===== src/rtl/game_pkg.sv =====
// Shared game-flow definitions: state encoding, tuning constants and LFSR setup.
// Imported by the scheduler, the renderer and the collision checker.
package game_pkg;

  typedef enum logic [1:0] {
    ST_IDLE = 2'd0,
    ST_RUN  = 2'd1,
    ST_OVER = 2'd2
  } game_state_e;

  localparam int SPAWN_X      = 400;
  localparam int MIN_GAP      = 40;
  localparam int GAP_MASK     = 63;
  localparam int SPEED_INIT   = 3;
  localparam int SPEED_STEP   = 2;
  localparam int SPEED_MAX    = 20;
  localparam int LEVEL_FRAMES = 1024;

  // Galois form of x^16+x^14+x^13+x^11; a non-zero seed keeps it off the all-zero state.
  localparam logic [15:0] LFSR_SEED = 16'hACE1;
  localparam logic [15:0] LFSR_TAPS = 16'hB400;

  function automatic logic [15:0] lfsr_next(input logic [15:0] cur);
    return {1'b0, cur[15:1]} ^ (cur[0] ? LFSR_TAPS : 16'h0000);
  endfunction

endpackage


===== src/rtl/lfsr16.sv =====
// Free-running 16-bit Galois LFSR; advances on every game_clk edge regardless of game state.
module lfsr16
  import game_pkg::*;
(
  input  logic        game_clk,
  input  logic        rst_n,
  output logic [15:0] q
);

  always_ff @(posedge game_clk or negedge rst_n) begin
    if (!rst_n) q <= LFSR_SEED;
    else        q <= lfsr_next(q);
  end

endmodule


===== src/rtl/obstacle_scheduler.sv =====
// Game-flow controller: IDLE/RUN/OVER sequencing, obstacle slot pool, spawn gaps,
// per-level speed ramp and night toggle. One game_clk edge is one frame.
module obstacle_scheduler #(
  parameter int SLOTS        = 3,
  parameter int X_W          = 12,
  parameter int SPAWN_X      = game_pkg::SPAWN_X,
  parameter int MIN_GAP      = game_pkg::MIN_GAP,
  parameter int GAP_MASK     = game_pkg::GAP_MASK,
  parameter int SPEED_INIT   = game_pkg::SPEED_INIT,
  parameter int SPEED_STEP   = game_pkg::SPEED_STEP,
  parameter int SPEED_MAX    = game_pkg::SPEED_MAX,
  parameter int LEVEL_FRAMES = game_pkg::LEVEL_FRAMES
) (
  input  logic                 game_clk,
  input  logic                 rst_n,
  input  logic                 start,
  input  logic                 collided,
  output logic [SLOTS-1:0]     obs_valid,
  output logic [SLOTS*X_W-1:0] obs_x,
  output logic [SLOTS-1:0]     obs_kind,
  output logic [4:0]           obs_speed,
  output logic                 running,
  output logic                 game_over,
  output logic                 night,
  output logic [15:0]          score
);

  localparam int LVL_W = (LEVEL_FRAMES > 1) ? $clog2(LEVEL_FRAMES) : 1;
  localparam logic [LVL_W-1:0] LVL_LAST   = LVL_W'(LEVEL_FRAMES - 1);
  localparam logic [X_W-1:0]   SPAWN_XV   = X_W'(SPAWN_X);
  localparam logic [15:0]      GAP_MIN16  = 16'(MIN_GAP);
  localparam logic [15:0]      GAP_MASK16 = 16'(GAP_MASK);
  localparam logic [4:0]       SPD_INIT5  = 5'(SPEED_INIT);
  localparam logic [5:0]       SPD_STEP6  = 6'(SPEED_STEP);
  localparam logic [5:0]       SPD_MAX6   = 6'(SPEED_MAX);

  game_pkg::game_state_e state_q, state_d;

  logic [SLOTS-1:0]          valid_q, valid_d;
  logic [SLOTS-1:0][X_W-1:0] x_q, x_d;
  logic [SLOTS-1:0]          kind_q, kind_d;
  logic [4:0]                speed_q, speed_d;
  logic                      night_q, night_d;
  logic [15:0]               score_q, score_d;
  logic [15:0]               gap_q, gap_d;
  logic [LVL_W-1:0]          level_q, level_d;
  logic [15:0]               lfsr_q;
  logic [5:0]                speed_sum;
  logic                      spawned;

  lfsr16 u_lfsr (
    .game_clk (game_clk),
    .rst_n    (rst_n),
    .q        (lfsr_q)
  );

  always_ff @(posedge game_clk or negedge rst_n) begin
    if (!rst_n) state_q <= game_pkg::ST_IDLE;
    else        state_q <= state_d;
  end

  always_comb begin
    state_d   = state_q;
    valid_d   = valid_q;
    x_d       = x_q;
    kind_d    = kind_q;
    speed_d   = speed_q;
    night_d   = night_q;
    score_d   = score_q;
    gap_d     = gap_q;
    level_d   = level_q;
    spawned   = 1'b0;
    speed_sum = {1'b0, speed_q} + SPD_STEP6;

    unique case (state_q)
      game_pkg::ST_IDLE, game_pkg::ST_OVER: begin
        if (start) begin
          state_d = game_pkg::ST_RUN;
          valid_d = '0;
          x_d     = {SLOTS{SPAWN_XV}};
          kind_d  = '0;
          speed_d = SPD_INIT5;
          night_d = 1'b0;
          score_d = '0;
          gap_d   = GAP_MIN16;
          level_d = '0;
        end
      end

      game_pkg::ST_RUN: begin
        if (collided) begin
          state_d = game_pkg::ST_OVER;
        end else begin
          // Retire instead of moving when the step would cross x=0.
          for (int i = 0; i < SLOTS; i++) begin
            if (valid_q[i]) begin
              if ($signed(x_q[i]) < $signed(X_W'(speed_q))) valid_d[i] = 1'b0;
              else                                          x_d[i]     = x_q[i] - X_W'(speed_q);
            end
          end

          // Free slots are judged on start-of-cycle validity, so a slot
          // retired on this edge only becomes reusable on the next one.
          if (gap_q != 16'd0) begin
            gap_d = gap_q - 16'd1;
          end else begin
            for (int i = 0; i < SLOTS; i++) begin
              if (!valid_q[i] && !spawned) begin
                spawned    = 1'b1;
                valid_d[i] = 1'b1;
                x_d[i]     = SPAWN_XV;
                kind_d[i]  = lfsr_q[0];
              end
            end
            if (spawned) gap_d = GAP_MIN16 + (lfsr_q & GAP_MASK16);
          end

          if (score_q != 16'hFFFF) score_d = score_q + 16'd1;

          if (level_q == LVL_LAST) begin
            level_d = '0;
            speed_d = (speed_sum > SPD_MAX6) ? SPD_MAX6[4:0] : speed_sum[4:0];
            night_d = ~night_q;
          end else begin
            level_d = level_q + 1'b1;
          end
        end
      end

      default: state_d = game_pkg::ST_IDLE;
    endcase
  end

  always_ff @(posedge game_clk or negedge rst_n) begin
    if (!rst_n) begin
      valid_q <= '0;
      x_q     <= {SLOTS{SPAWN_XV}};
      kind_q  <= '0;
      speed_q <= SPD_INIT5;
      night_q <= 1'b0;
      score_q <= '0;
      gap_q   <= GAP_MIN16;
      level_q <= '0;
    end else begin
      valid_q <= valid_d;
      x_q     <= x_d;
      kind_q  <= kind_d;
      speed_q <= speed_d;
      night_q <= night_d;
      score_q <= score_d;
      gap_q   <= gap_d;
      level_q <= level_d;
    end
  end

  assign obs_valid = valid_q;
  assign obs_x     = x_q;
  assign obs_kind  = kind_q;
  assign obs_speed = speed_q;
  assign night     = night_q;
  assign score     = score_q;
  assign running   = (state_q == game_pkg::ST_RUN);
  assign game_over = (state_q == game_pkg::ST_OVER);

endmodule


===== config.mk =====
export PLATFORM = sky130hd
export DESIGN_NAME = obstacle_scheduler
export DESIGN_NICKNAME = d
export VERILOG_FILES = /design/src/rtl/game_pkg.sv /design/src/rtl/lfsr16.sv /design/src/rtl/obstacle_scheduler.sv
export SDC_FILE = /design/constraint.sdc
export NUM_CORES = 1
export LEC_CHECK = 0
export CAP_MARGIN = 20
export CORE_MARGIN = 1
export CORE_UTILIZATION = 34
export CTS_CLUSTER_DIAMETER = 40
export DETAILED_ROUTE_END_ITERATION = 8
export DONT_BUFFER_PORTS = 1
export GPL_TIMING_DRIVEN = 0
export PLACE_DENSITY = 0.59
export SYNTH_ARGS = -nofsm -noshare
export SYNTH_HDL_FRONTEND = slang
export SYNTH_SLANG_ARGS = --single-unit

===== constraint.sdc =====
create_clock -name game_clk -period 4.57 [get_ports game_clk]
set_clock_uncertainty 0.1 [all_clocks]
set_input_delay 0.6855 -clock game_clk [delete_from_list [all_inputs] [get_ports game_clk]]
set_output_delay 0.6855 -clock game_clk [all_outputs]
set_load 0.01 [all_outputs]

* After elaboration in Yosys (flattened, before gate mapping)
Index checks and enable logic that the tools add are counted.
Word-level totals: input bits 4, flip-flop bits (word level) 108
Operators by class: bitwise logic cells 2, reductions and logical operators 18, equal/unequal tests 14, muxes and demuxes 70, $add $sub $neg 8, magnitude comparators 4
Operators with widths (number):
- two-way mux 16 bit | 8
- two-way mux 12 bit | 9
- two-way mux 36 bit | 3
- one-hot mux 36 bit (2 select lines) | 1
- one-hot mux 16 bit (2 select lines) | 2
- less-than comparator 12 x 6 -> 1 bit | 3
- subtractor 12 x 5 -> 12 bit | 3
- two-way mux 10 bit | 3
- two-way mux 1 bit | 27
- two-way mux 5 bit | 4
- one-hot mux 10 bit (2 select lines) | 1
- adder 16 x 1 -> 16 bit (second input constant) | 1
- != test 16 bit (second input constant) | 1
- nonzero test 16 bit | 1
- subtractor 16 x 1 -> 16 bit (second input constant) | 1
- bitwise XOR 15 x 16 -> 16 bit | 1
- two-way mux 3 bit | 5
- AND reduction 5 bit | 3
- one-hot mux 3 bit (2 select lines) | 2
- AND reduction 4 bit | 3
- adder 10 x 1 -> 10 bit (second input constant) | 1
- == test 10 bit (second input constant) | 1
- != test 2 bit (second input constant) | 5
- one-hot mux 5 bit (2 select lines) | 1
- 18 further kinds | 26

* Longest topological paths before layout
Gate-level depths: netlist of run 1.
word-level depth 20, gate-level depth with buffers 10, depth with buffers taken out 10

* Cells and area by module
From an unflattened synthesis of run 1, not the netlist that was laid out.
Unflattened totals: cells, all modules 603, area total of the unflattened synthesis 5928.2 µm²
Modules (own cells, without submodules):
- obstacle_scheduler | instances 1, cells an instance 584, area each 5491.5 µm², seq. area each 2318.5 µm²
- lfsr16 | instances 1, cells an instance 19, area each 436.7 µm², seq. area each 410.4 µm²

* Worst setup path after synthesis of run 1
Ideal clock, no wire load.
kind flip-flop to flip-flop, start register x_q, in the netlist obs_x[0], end register x_q, in the netlist obs_x[9], data required time 4.393 ns, data arrival time 2.322 ns, slack 2.070 ns, period minus slack after synthesis 2.500 ns, setup time 0.077 ns, stages on the path, launching flop included 10, cell sequence dfrtp_1 -> inv_1 -> ha_1 -> fa_1 -> nor2b_1 -> o31a_1 -> o311a_4 -> nand4b_2 -> or3_2 -> a21oi_1
Between the ends: cells in the longest elaborated chain, start to end 7, elaborated cells between the ends (all ways) 8
Ends and longest elaborated chain:
- start: declaration | RTL line obstacle_scheduler.sv:40 | logic [SLOTS-1:0][X_W-1:0] x_q, x_d;
- start signal: assignment | RTL line obstacle_scheduler.sv:137 | x_q <= {SLOTS{SPAWN_XV}};
- subtractor 12 x 5 -> 12 bit / less-than comparator 12 x 6 -> 1 bit (equally long branches) | RTL line obstacle_scheduler.sv:98, obstacle_scheduler.sv:97
- two-way mux 12 bit (*) | RTL line obstacle_scheduler.sv:97 | if ($signed(x_q[i]) < $signed(X_W'(speed_q))) valid_d[i] = 1'b0;
- two-way mux 12 bit (*) | RTL line obstacle_scheduler.sv:96 | if (valid_q[i]) begin
- two-way mux 12 bit | RTL line obstacle_scheduler.sv:108 | if (!valid_q[i] && !spawned) begin
- two-way mux 36 bit (*) | RTL line obstacle_scheduler.sv:104 | if (gap_q != 16'd0) begin
- two-way mux 36 bit (*) | RTL line obstacle_scheduler.sv:91 | if (collided) begin
- one-hot mux 36 bit (2 select lines) (*) | RTL line obstacle_scheduler.sv:75 | unique case (state_q)
Mark *: on every way between the ends. The rest lies on a longest branch, timed or not. The select of a mux whose other input is x is not followed. A chain may end at the register's enable or synchronous reset.

* Worst setup path in the final report of run 1
start register speed_q[0], in the netlist obs_speed[0], end register x_q, in the netlist obs_x[15]
Between the ends: cells in the longest elaborated chain, start to end 7, elaborated cells between the ends (all ways) 8
Ends and longest elaborated chain:
- start: declaration | RTL line obstacle_scheduler.sv:42 | logic [4:0] speed_q, speed_d;
- start signal: assignment | RTL line obstacle_scheduler.sv:148 | speed_q <= speed_d;
- subtractor 12 x 5 -> 12 bit / less-than comparator 12 x 6 -> 1 bit (equally long branches) | RTL line obstacle_scheduler.sv:98, obstacle_scheduler.sv:97
- two-way mux 12 bit (*) | RTL line obstacle_scheduler.sv:97
- two-way mux 12 bit (*) | RTL line obstacle_scheduler.sv:96
- two-way mux 12 bit | RTL line obstacle_scheduler.sv:108
- two-way mux 36 bit (*) | RTL line obstacle_scheduler.sv:104
- two-way mux 36 bit (*) | RTL line obstacle_scheduler.sv:91
- one-hot mux 36 bit (2 select lines) (*) | RTL line obstacle_scheduler.sv:75
Marks and branches as above.

==> results of run 1 <==
## cells by family (layout without fill, tap and decap cells)
logic type | after synthesis | in the layout
and+or+nand+nor | 249 | 249
buffers and inverters | 39 | 56
DFF | 108 | 108
adders and majority gates | 24 | 24
xor gates and xnor gates | 28 | 28
muxes | 3 | 3
AOI/OAI and AO/OA | 160 | 160
## worst reg2reg max path, delay by kind of cell (launching register included)
kind,cells,cell delay [ns]
AOI/OAI and AO/OA,4,1.52
DFF,1,0.65
adders and majority gates,2,0.47
and+or+nand+nor,2,0.16
## placed cells by master, fill, tap and decap left out, types with 7 or more instances in the layout
cell type,Yosys,layout
a21oi_1,32,32
nor3_1,26,26
inv_1,23,23
dfstp_2,21,21
o31ai_1,9,9
ha_1,21,21
nand2b_1,10,10
xnor2_1,9,9
o21ai_0,66,66
clkbuf_1,11,15
and3_1,9,9
nor4_1,9,9
nor2b_1,7,7
clkbuf_16,0,9
dfrtp_1,87,87
nand2_1,57,57
xor2_1,19,19
a31oi_1,10,10
nand3_1,25,25
nor2_1,64,64
## per-stage QoR
stage               hold WS (ns)  utilization [%]
floorplan                 0.2312                -
global placement          0.2349            36.38
detailed placement        0.2356            36.38
CTS                      0.05601            38.16
global route             0.05009            38.16
finish                   0.07359            38.16
## layout make-up
class	count	area [µm²]	area share (%)
well taps	220	275.3	4.365
inverters	24	90.09	1.429
clock inverters	2	12.51	0.1984
repair buffers	1	27.53	0.4365
plain buffers	15	67.56	1.071
multi-input cells	464	2850	45.20
flip-flops and latches	108	2729	43.27
clock buffers	14	254.0	4.028
## flip-flops by register name, summed over array words and instances (netlist names)
register,flops
state_q,2
obs_speed,5
obs_x,36
score,16
night,1
u_lfsr.q,16
obs_kind,3
gap_q,16
level_q,10
obs_valid,3
## how the worst max path moves through the flow
stage,startpoint,depth (start not counted),endpoint,slack (ns)
final,obs_speed[0]$_DFFE_PN1P_,8,obs_x[15]$_DFFE_PN0P_,1.58
after global routing,obs_speed[0]$_DFFE_PN1P_,8,obs_x[15]$_DFFE_PN0P_,1.36
after CTS,obs_speed[0]$_DFFE_PN1P_,8,obs_x[15]$_DFFE_PN0P_,1.58
after detailed placement,start,8,gap_q[12]$_DFFE_PN0P_,1.54
after global placement,start,8,gap_q[15]$_DFFE_PN0P_,1.59
after floorplan,obs_x[0]$_DFFE_PN0P_,9,obs_x[9]$_DFFE_PN0P_,2.07
## per-layer routing
metal / track usage [%] / up-vias / routed length [µm]
met2: 27.45 / 112 / 6737
met3: 5.959 / 22 / 1062
met1: 21.84 / 2245 / 6422
li1: - / 2216 / -
met4: 7.171 / 0 / 342
met5: 0 / - / 0
## where the power goes
group / internal, W / switching [W]
logic: 0.000304 / 0.000490
registers: 0.00106 / 0.000171
clock network: 0.000385 / 0.000342
==> flow_metrics.py, run 1 <==
metrics = {
    "run_status": {
        "status": "complete, no violations",
    },
    "detailed_routing": {
        "initialDrtViolationCount": 345,
        "wl_per_cell_um": 17.18,
        "route.detailed.vias_per_inst": 5.419,
        "drc": 0,
        "firstDrtPassIters": 4,
        "wl_um": 14570,
        "vias": 4595,
        "postRouteAntennaNets": 0,
    },
    "critical_path": {
        "crit_path_top_delay_cell": "o31ai_1",
        "start_kind": "flop",
        "rr_startpoint": "obs_speed[0]$_DFFE_PN1P_",
        "rrSetupSlack_ns": 1.58,
        "cp_common_cell": "o21ai_0",
        "r2r_end": "obs_x[15]$_DFFE_PN0P_",
        "crit_path_cell_trace": "ha_1 > fa_1 > nor2b_1 > o31ai_1 > a21oi_1 > o21ai_0 > nand2_1 > o21ai_0",
        "path_delay_family": "compound AO/OA/AOI/OAI gates",
        "max_stage_delay_ns": 0.69,
        "cp-end-kind": "flop",
        "path_max_fanout": 7,
        "required_ns": 4.73,
        "critPathBufInv": 0,
        "reg2reg_depth": 8,
        "arrival_ns": 3.15,
        "criticalPathCategory": "flop to flop",
    },
    "power": {
        "p_leak_nw": 2.668,
        "ir_drop_uv": 222.6,
        "p_total_w": 0.002755,
        "powerDensity_nw_per_um2": 436.9,
    },
    "clock_tree": {
        "cts_tree": "built",
        "cts_setup_buffers": 0,
        "clkSinkCount": 108,
        "clk_pin_slew_ns": 0.07,
        "numCtsBuffers": 9,
        "clk_path_buf_depth": 2,
        "cts.htree.levels": 3,
        "clock_latency_ns": 0.35,
        "ctsResizeCount": 0,
        "cts-root-buf": "clkbuf_16",
        "postCtsHoldBufs": 1,
    },
    "logic_synthesis": {
        "synth_top_family_by_area": "simple AND/OR/NAND/NOR gates",
        "synthCells": 611,
        "synth_edf_count": 0,
        "yosys-top-cells-count": "dfrtp_1, o21ai_0, nor2_1",
        "synth_simple_gate_area_share_pct": 21.92,
        "synthXorXnorAreaFrac_pct": 4.275,
        "synth.yosys.seq_area_share_pct": 47.57,
        "synthDistinctLibCells": 66,
        "yosys-top-cells-area": "dfrtp_1, dfstp_2, o21ai_0, ha_1, nor2_1",
        "ys.flop_type": "dfrtp_1",
        "ys.warnings.count": 0,
        "synth_top_cell_by_area": "dfrtp_1",
        "synth_compound_area_share_pct": 17.34,
        "yosysMostFrequentCell": "dfrtp_1",
        "syn-cell-area_um2": 5737,
        "synth-adder-area-share_pct": 5.627,
        "synth.area.mux_share_pct": 0.5234,
        "avgSynthCellArea_um2": 9.389,
        "yosys_register_bits": 108,
        "synth_top_area_share_pct": 37.95,
        "synth_nets": 639,
        "async_flop_share_pct": 100.0,
    },
    "sta": {
        "fin_crit_sh_pct": 65.39,
        "final.min_clock_period_ns": 2.988,
        "relSlewSlack_pct": 43.30,
        "hold_violations": 0,
        "finalSetupViolations": 0,
        "fmax_mhz": 334.6,
        "setup_ws_ns": 1.582,
        "rsz0062_at_grt": "no",
        "worstMarginPinSlew_ns": 0.8433,
        "tns_ns": 0,
        "slew_viol_final": 0,
    },
    "placed_design": {
        "post-place-ws_ns": 1.544,
        "placed_area_um2": 6012,
        "place_inst": 831,
        "place.gp.congestion": 0.8484,
        "hpwl_um": 10170,
        "portBuffers": 0,
    },
    "min_path": {
        "hold_path.class": "input pin to async pin",
    },
    "die": {
        "die_h_um": 131.9,
        "core_um2": 16520,
        "start_util_pct": 34.72,
        "die_x_um": 131.9,
        "io_pins": 70,
        "rows": 47,
        "dieArea_um2": 17400,
    },
    "global_routing": {
        "grt-ovfl-total": 0,
        "grt_antenna_before_repair": 0,
        "grt_use_total_pct": 17.43,
        "grt_pass1_wl_um": 23740,
        "grt_max_degree": 88,
        "grt_pass1_vias": 4508,
    },
    "finish": {
        "layout-drive-gt1-share_pct": 8.917,
        "fillers": 1617,
        "area_growth_pct": 9.924,
        "antenna_cells": 0,
        "design_area_um2": 6306,
        "nNetsFinal": 651,
        "stdcell_count": 848,
    },
    "flow_run": {
        "cap_violations": 0,
    },
}
Power figures use the tool's default switching activity.
==> run 2: changes to the inputs <==
PLACE_DENSITY = 0.61   (was 0.59)
clock period = 2.5 ns   (was 4.57 ns; I/O delays follow)
==> flow_metrics.py, run 2 (synthesis gave the netlist of run 1 again) <==
metrics = {
    "placed_design": {
        "place.gp.congestion": 0.8856,
        "placed_area_um2": 6012,
        "hpwl_um": 10270,
        "portBuffers": 0,
        "post-place-ws_ns": -0.4332,
    },
    "die": {
        "die_x_um": 131.9,
        "start_util_pct": 34.72,
        "dieArea_um2": 17400,
        "core_um2": 16520,
        "rows": 47,
        "die_h_um": 131.9,
        "io_pins": 70,
    },
    "global_routing": {
        "grt_pass1_vias": 4804,
        "grt_use_total_pct": 17.94,
        "grt_antenna_before_repair": 0,
        "grt_max_degree": 109,
        "grt_pass1_wl_um": 24870,
        "grt-ovfl-total": 0,
    },
    "clock_tree": {
        "cts-root-buf": "clkbuf_16",
        "numCtsBuffers": 9,
        "clkSinkCount": 108,
        "cts_tree": "built",
        "cts.htree.levels": 3,
        "clk_pin_slew_ns": 0.07,
        "clk_path_buf_depth": 2,
        "clock_latency_ns": 0.36,
    },
    "run_status": {
        "failed_checks": "hold timing, setup timing",
        "status": "finished, violations left",
    },
    "flow_run": {
        "cap_violations": 0,
    },
    "detailed_routing": {
        "drc": 0,
        "firstDrtPassIters": 5,
        "route.detailed.vias_per_inst": 5.478,
        "vias": 4777,
        "initialDrtViolationCount": 363,
        "wl_per_cell_um": 17.50,
        "postRouteAntennaNets": 0,
        "wl_um": 15260,
    },
    "sta": {
        "relSlewSlack_pct": 56.41,
        "slew_viol_final": 0,
        "setup_ws_ns": -0.1654,
        "fmax_mhz": 375.2,
        "finalSetupViolations": 19,
        "whs_ns": -0.3943,
        "fin_crit_sh_pct": 106.6,
        "hold_violations": 108,
        "final.min_clock_period_ns": 2.665,
        "worstMarginPinSlew_ns": 0.6539,
        "rsz0062_at_grt": "yes",
    },
    "critical_path": {
        "path_max_fanout": 7,
        "arrival_ns": 2.80,
        "start_kind": "flop",
        "required_ns": 2.64,
        "criticalPathCategory": "flop to flop",
        "cp-end-kind": "flop",
    },
    "finish": {
        "fillers": 1537,
        "layout-drive-gt1-share_pct": 21.01,
        "antenna_cells": 0,
        "layout_commonest_cell": "dfrtp_1",
        "nNetsFinal": 675,
        "largest_reg_flops": 36,
        "layout_common_cells": "dfrtp_1, nor2_1, o21ai_0, nand2_1, a21oi_1",
        "design_area_um2": 6923,
        "area_growth_pct": 20.68,
        "post-route-util_pct": 41.89,
    },
    "power": {
        "ir_drop_uv": 433.1,
        "powerDensity_nw_per_um2": 824.2,
        "p_total_w": 0.005706,
        "p_leak_nw": 2.858,
    },
    "min_path": {
        "hold_path.class": "input pin to async pin",
    },
}
==> run 2: final cells by class <==
class                      instances  area, µm²  area share [%]
buffer                            15      83.83           1.211
clock buffer                       9      225.2           3.253
clock inverter                     7      98.84           1.428
inverter                          24      95.09           1.374
multi-input combinational        464       3193           46.12
sequential                       108       2733           39.47
tap                              220      275.3           3.976
timing repair buffer              25      219.0           3.163
==> run 2: routing by layer <==
metal | up-vias | track usage, % | share of wire (%) | wire (µm)
met1 | 2373 | 22.70 | 43 | 6498
met4 | 0 | 5.620 | 1.3 | 206
met5 | - | 0 | 0 | 0
met2 | 121 | 29.57 | 50 | 7565
li1 | 2265 | - | - | -
met3 | 18 | 5.113 | 6.5 | 990
==> run 2: per-stage QoR <==
step	TNS, ns	instances	hold WS, ns
after floorplan	0	611	-0.02059
after CTS	-1.380	860	-0.4068
after detailed placement	-8.943	831	-0.01636
after global routing	-4.768	872	-0.4067
after global placement	-7.256	831	-0.01647
final	-1.388	872	-0.3943
==> run 2: critical path: stages, from the launching register on <==
cell	delay [ns]
dfstp_2	0.69
clkinvlp_4	0.22
buf_6	0.16
fa_2	0.36
a211oi_4	0.29
nor2_4	0.10
o21ai_4	0.22
buf_12	0.16
mux2i_1	0.19
nor2_1	0.05
==> run 2: path summary, 6_finish.rpt <==
path,endpoint,slack (ns),start,cells past startpoint
worst min-delay path,score[6]$_DFFE_PN0P_,-0.39,rst_n,0
max in group asynchronous,obs_x[19]$_DFFE_PN1P_,2.46,rst_n,0
min in group game_clk,state_q[1]$_DFFE_PN0P_,0.07,collided,1
worst max-delay path,obs_x[27]$_DFFE_PN0P_,-0.17,obs_speed[1]$_DFFE_PN1P_,9
worst min register to register,u_lfsr.q[7]$_DFF_PN1_,0.26,u_lfsr.q[8]$_DFF_PN0_,0
worst max register to register,obs_x[27]$_DFFE_PN0P_,-0.17,obs_speed[1]$_DFFE_PN1P_,9
==> run 2: where the power goes <==
part | internal (W) | switching [W] | total, W
sequential | 0.00194 | 0.000333 | 0.00228
clock | 0.000884 | 0.000672 | 0.00156
combinational | 0.000801 | 0.00107 | 0.00187
==> run 2: repair_timing <==
action	in CTS	in global routing
endpoints found under the setup margin	48	60
buffers inserted	13	13
gates resized for setup	48	50
pin swaps	18	15
hold endpoints to repair	108	108
==> run 3: changes to the inputs <==
ABC_AREA = 1   (was default)
==> flow_metrics.py, run 3 <==
metrics = {
    "power": {
        "ir_drop_uv": 363.1,
        "powerDensity_nw_per_um2": 822.3,
        "p_leak_nw": 3.263,
    },
    "sta": {
        "rsz0062_at_grt": "yes",
        "finalSetupViolations": 0,
        "slew_viol_final": 0,
        "relSlewSlack_pct": 58.91,
        "worstMarginPinSlew_ns": 0.6163,
        "final.min_clock_period_ns": 2.427,
        "hold_violations": 108,
        "setup_ws_ns": 0.07296,
        "fin_crit_sh_pct": 97.08,
        "fmax_mhz": 412.0,
        "whs_ns": -0.3859,
    },
    "logic_synthesis": {
        "synth_top_cell_by_area": "dfrtp_1",
        "synth.yosys.seq_area_share_pct": 43.17,
        "ys.flop_type": "dfrtp_1",
        "async_flop_share_pct": 100.0,
        "avgSynthCellArea_um2": 7.813,
        "syn-cell-area_um2": 6321,
        "synthDistinctLibCells": 47,
        "ys.warnings.count": 0,
        "synth_top_area_share_pct": 34.44,
        "yosys_register_bits": 108,
        "synthCells": 809,
        "yosys-top-cells-area": "dfrtp_1, nand2_1, dfstp_2, nor2_1, inv_1",
        "synth_nets": 837,
        "yosysMostFrequentCell": "nand2_1",
        "yosys-top-cells-count": "nand2_1, nor2_1, inv_1",
        "synth_edf_count": 0,
    },
    "finish": {
        "layout-drive-gt1-share_pct": 12.15,
        "nNetsFinal": 854,
        "stdcell_count": 1060,
        "design_area_um2": 7029,
        "largest_reg_flops": 36,
        "layout_common_cells": "nand2_1, nor2_1, inv_1, dfrtp_1, nand3_1",
        "antenna_cells": 0,
        "layout_commonest_cell": "nand2_1",
        "area_growth_pct": 11.20,
        "post-route-util_pct": 38.87,
        "fillers": 1842,
    },
    "clock_tree": {
        "clock_latency_ns": 0.36,
        "clkSinkCount": 108,
        "cts.htree.levels": 3,
        "clk_pin_slew_ns": 0.07,
        "cts-root-buf": "clkbuf_16",
        "numCtsBuffers": 9,
        "postCtsHoldBufs": 1,
        "cts_tree": "built",
        "clk_path_buf_depth": 2,
    },
    "detailed_routing": {
        "firstDrtPassIters": 7,
        "routed.top_layer": "met4",
        "postRouteAntennaNets": 0,
        "wl_met3_um": 824,
        "initialDrtViolationCount": 247,
        "route.detailed.vias_per_inst": 4.945,
        "drt-met1-wl_um": 7229,
        "dr_wl_met2_um": 7018,
        "wl_um": 15270,
        "wl_per_cell_um": 14.40,
        "drc": 16,
        "vias": 5242,
    },
    "die": {
        "die_h_um": 138.4,
        "die_x_um": 138.4,
        "io_pins": 70,
        "start_util_pct": 34.95,
        "rows": 49,
        "dieArea_um2": 19140,
        "core_um2": 18090,
    },
    "placed_design": {
        "place.gp.congestion": 0.8882,
        "hpwl_um": 11220,
        "placed_area_um2": 6608,
        "post-place-ws_ns": -0.1470,
        "portBuffers": 0,
        "place_inst": 1038,
    },
    "min_path": {
        "hold_path.class": "input pin to async pin",
    },
    "global_routing": {
        "grt_pass1_vias": 4953,
        "grt_pass1_wl_um": 25560,
        "grt_use_total_pct": 16.75,
        "grt-ovfl-total": 0,
        "grt_antenna_before_repair": 0,
        "grt_max_degree": 109,
    },
    "run_status": {
        "failed_checks": "DRC, hold timing",
        "status": "finished, violations left",
    },
    "critical_path": {
        "cp-end-kind": "flop",
        "path_max_fanout": 6,
        "start_kind": "flop",
        "required_ns": 2.64,
        "criticalPathCategory": "flop to flop",
        "arrival_ns": 2.57,
    },
    "flow_run": {
        "cap_violations": 0,
    },
}
-- run 3: cell count changes after synthesis, moves of 11 or more --
cell     before  now
a21oi_1      32   21
nor2_1       64  101
o21ai_0      66   52
nand3_1      25   66
nand2_1      57  189
o21ai_1       1   12
inv_1        23   96
-- run 3: what timing repair did --
item,CTS,global route
resized for setup,9,18
endpoints found under the setup margin,20,34
pin swaps,1,3
setup buffers,4,1
hold endpoints to repair,109,108
-- run 3: metrics by stage --
stage	power (W)	setup TNS, ns
floorplan	0.003797	0
finish	0.005780	0
global route	0.006245	-0.5329
CTS	0.005795	0
detailed placement	0.004301	-1.231
global placement	0.004273	-1.026
-- run 3: final timing paths --
check                      cells past startpoint                      from                  endpoint  slack (ns)
max in group asynchronous                      0                     rst_n      obs_x[7]$_DFFE_PN1P_        2.45
setup reg to reg                              13  obs_speed[0]$_DFFE_PN1P_  obs_valid[0]$_DFFE_PN0P_        0.07
hold / removal                                 0                     rst_n     obs_x[34]$_DFFE_PN0P_       -0.39
hold reg to reg                                0     u_lfsr.q[8]$_DFF_PN0_     u_lfsr.q[7]$_DFF_PN1_        0.25
min in group game_clk                          2                  collided    state_q[1]$_DFFE_PN0P_        0.04
setup / recovery                              13  obs_speed[0]$_DFFE_PN1P_  obs_valid[0]$_DFFE_PN0P_        0.07
-- run 3: metal layers --
metal | GRT usage [%] | vias to the layer above
met2 | 26.74 | 94
met3 | 4.711 | 11
met5 | 0 | -
met4 | 5.145 | 0
met1 | 21.97 | 2474
li1 | - | 2663
-- run 3: power by group --
part           internal [W]  switching [W]
logic              0.000778        0.00134
registers           0.00196       0.000296
clock network      0.000737       0.000668
-- run 3: cells by family after synthesis --
| logic type | Yosys count | synth area share [%] |
|---|---|---|
| simple gates | 416 | 29.43 |
| flops | 108 | 43.17 |
| fa+ha+maj | 24 | 5.107 |
| mux | 1 | 0.1584 |
| xor+xnor | 38 | 5.265 |
| compound gates | 106 | 9.264 |
| buf+inv | 116 | 7.601 |
-- run 3: worst max-delay path, stage by stage (launching register included) --
cell,delay (ns)
dfstp_2,0.67
ha_2,0.26
fa_2,0.22
inv_1,0.04
nand3_1,0.09
nand3_2,0.08
nand2_1,0.08
nand2_2,0.07
nor2_1,0.16
nor2_2,0.07
buf_4,0.14
buf_4,0.14
a21oi_1,0.11
o22ai_1,0.08
-- run 3: cell type report --
cell class / count / area [µm²] / share of cell area, %
buffer: 14 / 98.84 / 1.406
clock inverter: 4 / 32.53 / 0.4628
clock buffer: 12 / 256.5 / 3.649
timing repair buffer: 6 / 47.55 / 0.6764
tap: 229 / 286.5 / 4.076
inverter: 102 / 389.1 / 5.536
multi-input combinational: 585 / 3183 / 45.28
sequential: 108 / 2735 / 38.91
